--- src/rtl/aes_round_sequencer.sv ---
// rtl/aes_round_sequencer.sv - iterative AES-128 round sequencer (optional AES_SEQ_PERF_EN adds BLOCK_COUNT/STALL_COUNT)
module aes_round_sequencer #(
  parameter int NUM_ROUNDS = 10,
  parameter int RC_W       = 4
) (
  input  logic            clk,
  input  logic            rst,
  input  logic            IN_VALID,
  output logic            IN_READY,
  input  logic [127:0]    IN_DATA,
  output logic            OUT_VALID,
  input  logic            OUT_READY,
  output logic [127:0]    OUT_DATA,
  input  logic            ABORT,
  output logic            RK_REQ,
  output logic [RC_W-1:0] RK_IDX,
  input  logic            RK_VALID,
  input  logic [127:0]    RK_DATA,
  output logic [127:0]    DP_IN,
  output logic            DP_LAST,
  input  logic [127:0]    DP_OUT,
  output logic            BUSY
`ifdef AES_SEQ_PERF_EN
  ,
  output logic [31:0]     BLOCK_COUNT,
  output logic [31:0]     STALL_COUNT
`endif
);

  typedef enum logic [1:0] {S_IDLE, S_BUSY, S_DONE} state_t;

  localparam logic [RC_W-1:0] LAST_RC = RC_W'(NUM_ROUNDS);

  state_t          st;
  state_t          st_nxt;
  logic [127:0]    state_q;
  logic [127:0]    out_q;
  logic [RC_W-1:0] round_q;
  logic            last_round;
  logic [127:0]    key_added;

  assign last_round = (round_q == LAST_RC);
  // Round 0 is the bare initial key add; later rounds add the key to the datapath result.
  assign key_added  = ((round_q == '0) ? state_q : DP_OUT) ^ RK_DATA;

  assign RK_IDX   = round_q;
  assign DP_IN    = state_q;
  // A separate output register lets OUT_DATA survive the next block's capture into state_q.
  assign OUT_DATA = out_q;

  // FSM state register
  always_ff @(posedge clk) begin
    if (rst) st <= S_IDLE;
    else     st <= st_nxt;
  end

  // Next-state decode and handshake/status outputs; ABORT outranks RK_VALID and OUT_READY
  always_comb begin
    st_nxt    = st;
    IN_READY  = 1'b0;
    OUT_VALID = 1'b0;
    RK_REQ    = 1'b0;
    DP_LAST   = 1'b0;
    BUSY      = 1'b0;
    case (st)
      S_IDLE: begin
        IN_READY = 1'b1;
        if (IN_VALID) st_nxt = S_BUSY;
      end
      S_BUSY: begin
        BUSY    = 1'b1;
        RK_REQ  = 1'b1;
        DP_LAST = last_round;
        if (ABORT)                       st_nxt = S_IDLE;
        else if (RK_VALID && last_round) st_nxt = S_DONE;
      end
      S_DONE: begin
        BUSY      = 1'b1;
        OUT_VALID = 1'b1;
        if (ABORT || OUT_READY) st_nxt = S_IDLE;
      end
      default: st_nxt = S_IDLE;
    endcase
  end

  // State register, round counter and ciphertext register
  always_ff @(posedge clk) begin
    if (rst) begin
      state_q <= '0;
      out_q   <= '0;
      round_q <= '0;
    end else begin
      case (st)
        S_IDLE: begin
          if (IN_VALID) begin
            state_q <= IN_DATA;
            round_q <= '0;
          end
        end
        S_BUSY: begin
          if (ABORT) begin
            round_q <= '0;
          end else if (RK_VALID) begin
            state_q <= key_added;
            if (last_round) out_q   <= key_added;
            else            round_q <= round_q + 1'b1;
          end
        end
        S_DONE: begin
          if (ABORT || OUT_READY) round_q <= '0;
        end
        default: round_q <= '0;
      endcase
    end
  end

`ifdef AES_SEQ_PERF_EN
  // Completed-block (wrapping) and key-stall (saturating) counters, cleared only by rst
  always_ff @(posedge clk) begin
    if (rst) begin
      BLOCK_COUNT <= '0;
      STALL_COUNT <= '0;
    end else begin
      if (st == S_DONE && OUT_READY && !ABORT) BLOCK_COUNT <= BLOCK_COUNT + 32'd1;
      if (st == S_BUSY && !RK_VALID && STALL_COUNT != 32'hFFFF_FFFF)
        STALL_COUNT <= STALL_COUNT + 32'd1;
    end
  end
`endif

endmodule

--- config.mk ---
export PLATFORM = sky130hd
export DESIGN_NAME = aes_round_sequencer
export DESIGN_NICKNAME = d
export VERILOG_FILES = /design/src/rtl/aes_round_sequencer.sv
export SDC_FILE = /design/constraint.sdc
export NUM_CORES = 1
export LEC_CHECK = 0
export CORE_AREA = 4 4 253 255
export CTS_CLUSTER_DIAMETER = 120
export DETAILED_ROUTE_END_ITERATION = 6
export DIE_AREA = 0 0 257 259
export REMOVE_ABC_BUFFERS = 1
export SLEW_MARGIN = 20
export SYNTH_ARGS = -nofsm -noshare
export SYNTH_HDL_FRONTEND = slang
export SYNTH_SLANG_ARGS = --single-unit
--- constraint.sdc ---
create_clock -name clk -period 3 [get_ports clk]
set_clock_uncertainty 0.1 [all_clocks]
set_input_delay 0.6 -clock clk [delete_from_list [all_inputs] [get_ports clk]]
set_output_delay 0.6 -clock clk [all_outputs]
set_load 0.02 [all_outputs]
# --- After elaboration in Yosys (flattened, before gate mapping) ---
# Cells that the tools add are included.
# Widths: inputs -> output; s select.
totals:
  regBits: 262
  wordCells: 48
classes:
  n_addsub: 1
  eq_ne: 10
  n_mux: 21
  n_bitwise: 2
  reduce_logical: 10
ops:
  columns: ["op", "count"]
  rows:
  - ["$mux 128", 4]
  - ["$pmux 128 s2", 1]
  - ["$xor 128x128->128", 1]
  - ["$mux 4", 5]
  - ["$pmux 4 s3", 1]
  - ["$reduce_and 4->1", 3]
  - ["$ne 3x3->1 const B", 3]
  - ["$mux 2", 4]
  - ["$ne 2x2->1 const B", 4]
  - ["$pmux 2 s3", 1]
  - ["$mux 1", 5]
  - ["$add 4x1->4 const B", 1]
  - ["$eq 4x4->1 const B", 1]
  - ["$logic_not 4->1", 1]
  - ["$reduce_and 3->1", 1]
  - ["$eq 2x1->1 const B", 1]
  - ["$eq 2x2->1 const B", 1]
  - ["$logic_not 2->1", 1]
  - ["$reduce_bool 2->1", 1]
  - ["$reduce_or 2->1", 1]
  - ["$logic_and 1x1->1", 1]
  - ["$logic_or 1x1->1", 1]
  - ["$not 1->1", 1]

# --- Logic depth before layout (Yosys ltp) ---
logic_depth:
  word_depth: 6
  mapped_depth: 9
  depth_no_buf: 6

# --- Least setup slack after synthesis ---
# No wires, ideal clock.
synth_path:
  kind: "reg-to-reg"
  from: "register st[0]"
  to: "register round_q[0], in the netlist RK_IDX[0]"
  setup_time_ns: 0.070
  arrival_ns: 2.143
  required_ns: 2.830
  setup_slack_ns: 0.687
  stages_incl_launch_ff: 9
  synth_period_minus_slack_ns: 2.313
  cell_sequence: "dfxtp_1 -> inv_1 -> ha_1 -> and2b_1 -> buf_6 -> or4b_1 -> buf_2 -> or4_1 -> a21oi_1"
synth_between:
  elab_chain_len: 3
  word_cells_on_any_way: 9
  cone_classes: "eq/ne: 6; mux: 1; reduce/logical: 2"
synth_rtl:
  columns: ["item", "line_no", "source"]
  rows:
  - ["start, declared", "34", "state_t st;"]
  - ["start signal, assigned", "54", "else st <= st_nxt;"]
  - ["$eq 2x1->1, or another cell as far along", "93", "case (st)"]
  - ["$ne 3x3->1 (no line) / $ne 2x2->1 (equally long branches)", null, null]
  - ["$reduce_and 4->1 (no line)", null, null]
  - ["end signal, assigned", "106", "else round_q <= round_q + 1'b1;"]
  - ["end, declared", "38", "logic [RC_W-1:0] round_q;"]
# Several ways; a longest one is shown, not always the timed one.
# A chain may end at the register's enable or synchronous reset.

# --- Worst setup path after layout ---
layout_path:
  from: "register st[1]"
  to: "output port RK_REQ"
layout_between:
  elab_chain_len: 2
layout_rtl:
  columns: ["item", "line_no", "source"]
  rows:
  - ["$eq 2x1->1", "65", "case (st)"]
  - ["$mux 1", "65", null]
  - ["end, declared", "15", "output logic RK_REQ,"]
# No other way between the ends.

==> results.yml <==
power_and_ir_drop:
  p_comb_frac: 0.353
  peakVddDrop_v: 0.0003740
  power_frac_seq: 0.343
  leakage_uw: 0.01021
  powerDensity_nw_per_um2: 548.6
  pwr-share-clk: 0.304
  p_int_uw: 8234
  power.share.switching: 0.3289
  total_power_uw: 12270
  switchingPower_uw: 4036
clock_tree:
  cts_root_buf: "clkbuf_16"
  htreeDepth: 1
  cts_setup_buffers: 0
  clk_latency_ns: 0.57
  cts_tree: "yes"
  holdBufCountCts: 0
  cts_sinks: 262
  clk_pin_slew_ns: 0.06
  cts_buffer_depth: 3
  numCtsBuffers: 31
run:
  maxCapViolations: 0
timing:
  rsz0062_at_grt: "false"
  whs_ns: 0.4294
  finalHoldViolations: 0
  max_freq_mhz: 363.3
  timing.final.ws_setup_ns: 0.2476
  fin_crit_ns: 2.752
  worstMarginPinSlew_ns: 0.9205
  setup_viol: 0
  slew_headroom: 0.3864
  fin_crit_sh: 0.9175
  slew_viol_final: 0
finish:
  area_growth_pct: 63.56
  nets: 2344
  final_util: 0.3631
  final.fill_count: 6200
  fin_cells: 2809
  drive_gt1_frac: 0.05381
critical_path:
  crit_fanout: 12
  r2r_end: "RK_IDX[3]"
  worst_setup_path_end_kind: "primary output"
  critPathArrivalTime_ns: 2.05
  r2r_start: "st[0]"
  r2r_cells: 6
  setup.worst_path.start_class: "flop"
  worstSetupEndpoint: "RK_REQ"
  critPathLaunch: "st[1]"
  crit_required_ns: 2.30
  r2r_setup_slack_ns: 0.53
  crit_type: "flop to primary output"
routing:
  vias_per_cell: 4.693
  wl_um: 56460
  first_iter_violations: 614
  routedWlPerCell_um: 20.10
  drcViolationCount: 0
  drtAntennaViolNets: 0
  first_pass_iters: 5
  vias: 13184
yosys:
  synth_commonest_cells: "262 x dfxtp_1, 259 x nor3b_1, 129 x a21o_1, 129 x mux2i_1"
  synth_top_area_cell: "dfxtp_1"
  ys_top_cells_by_area: "dfxtp_1 38%, nor3b_1 14%, mux2i_1 9.4%, a211o_1 8.2%, nor4b_1 8.2%"
  syn_avg_cell_area_um2: 10.12
  synth_seq_cells: 262
  seq_area_frac_synth: 0.3836
  synth_area_um2: 13670
  synth_ff_type: "dfxtp_1"
  synth_top_area_frac: 0.3836
  synthDistinctLibCells: 28
  post-synth-top-count-cell: "dfxtp_1"
  yosysWarnings: 0
  async_reset_ff_frac: 0
  synth_cells: 1351
  synth_edf_count: 0
placed_design:
  numPlacedInstances: 2752
  dp_slack_ns: 0.2595
  routabilityCongestion: 0.8364
  io_buffers: 654
  dp_hpwl_um: 42300
floorplanning:
  die_h_um: 259
  initial_core_util: 0.2220
  num_rows: 91
  die_w_um: 257
  die_area_um2: 66560
  core_area_um2: 61600
  io_pins: 655
grt:
  overflow: 0
  antenna_found_initial: 4
  grt_pass1_vias: 13780
  grt_pass1_wl_um: 83770
  grtUsageTotal: 0.1571
  grt_max_degree: 92
min_path:
  min_path_type: "flop to flop"
run_status:
  status: "complete, no violations"
==> state kept, by name, indices dropped and copies added, names as in the netlist <==
name and cells:
DP_IN 128, OUT_DATA 128, RK_IDX 4, st 2
==> how the worst min path moves through the flow <==
stage / from / endpoint / slack (ns) / cells past startpoint
after global placement: st[1] / st[1] / 0.40 / 2
final: st[1] / st[1] / 0.43 / 2
after CTS: st[1] / st[1] / 0.42 / 2
after global routing: st[1] / st[1] / 0.46 / 2
after detailed placement: st[1] / st[1] / 0.39 / 2
after floorplan: st[1] / st[1] / 0.36 / 2
==> layer usage <==
layer	global-route usage	vias up	wire, µm
met5	0	-	0
met4	0.05440	0	1988
met3	0.03775	96	3664
met2	0.2794	489	27760
met1	0.1852	6367	23040
li1	-	6232	-
==> critical path: stages, from the launching register on <==
cell and delay, ns:
dfxtp_1 0.33, inv_1 0.11, ha_4 0.24, clkdlybuf4s50_1 0.79
==> stage by stage <==
stage          cell area [µm²]  setup TNS [ns]
3_5_place_dp             21360               0
3_3_place_gp             21360               0
5_1_grt                  22360               0
2_1_floorplan            13110        -3252.48
6_report                 22370               0
4_1_cts                  22360               0
==> what timing repair did <==
| item | CTS | global route |
|---|---|---|
| endpoints found under the setup margin | 1 | 0 |
| resized for setup | 1 | 0 |
| hold endpoints to repair | 0 | 0 |
==> power by group through the flow <==
| stage | clock network (µW) | registers [µW] | logic [µW] |
|---|---|---|---|
| after floorplan | 0 | 4600 | 1810 |
| after global placement | 0 | 4280 | 4280 |
| after detailed placement | 0 | 4290 | 4330 |
| after CTS | 3850 | 4220 | 4350 |
| after global routing | 3970 | 4260 | 4590 |
| final | 3730 | 4210 | 4330 |
==> area by class of cell <==
cell class,count,area [µm²],share of cell area
antenna,2,5.005,0.0002238
clock buffer,48,909.6,0.04067
clock inverter,7,91.34,0.004084
inverter,7,26.28,0.001175
multi-input combinational,939,7893,0.3529
sequential,262,5245,0.2345
tap,837,1047,0.04682
timing repair buffer,707,7148,0.3196
==> cell usage in the layout (no fill, tap or decap), types with 3 or more instances in the layout <==
| master | n |
|---|---|
| clkdlybuf4s50_1 | 652 |
| dfxtp_1 | 262 |
| nor3b_1 | 258 |
| mux2i_1 | 129 |
| xnor2_1 | 128 |
| nor4b_1 | 128 |
| a211o_1 | 128 |
| a21o_1 | 128 |
| buf_4 | 37 |
| clkbuf_16 | 31 |
| buf_12 | 16 |
| clkbuf_1 | 10 |
| inv_1 | 7 |
| clkbuf_8 | 7 |
| a21oi_1 | 6 |
| ha_1 | 5 |
| nand2b_1 | 4 |
| clkinv_2 | 3 |
==> logic make-up (layout without fill, tap and decap cells) <==
logic type / Yosys count / after routing / share of synthesized area
buffers and inverters: 150 / 769 / 0.04319
flip-flops: 262 / 262 / 0.3836
AO/OA/AOI/OAI: 270 / 270 / 0.1584
multiplexers: 129 / 129 / 0.09443
adder cells (fa/ha/maj): 6 / 6 / 0.005490
AND/OR/NAND/NOR: 406 / 406 / 0.2330
XOR/XNOR: 128 / 128 / 0.08198
other: 0 / 2 / 0
Note: power is estimated with default switching activity, not from simulation.
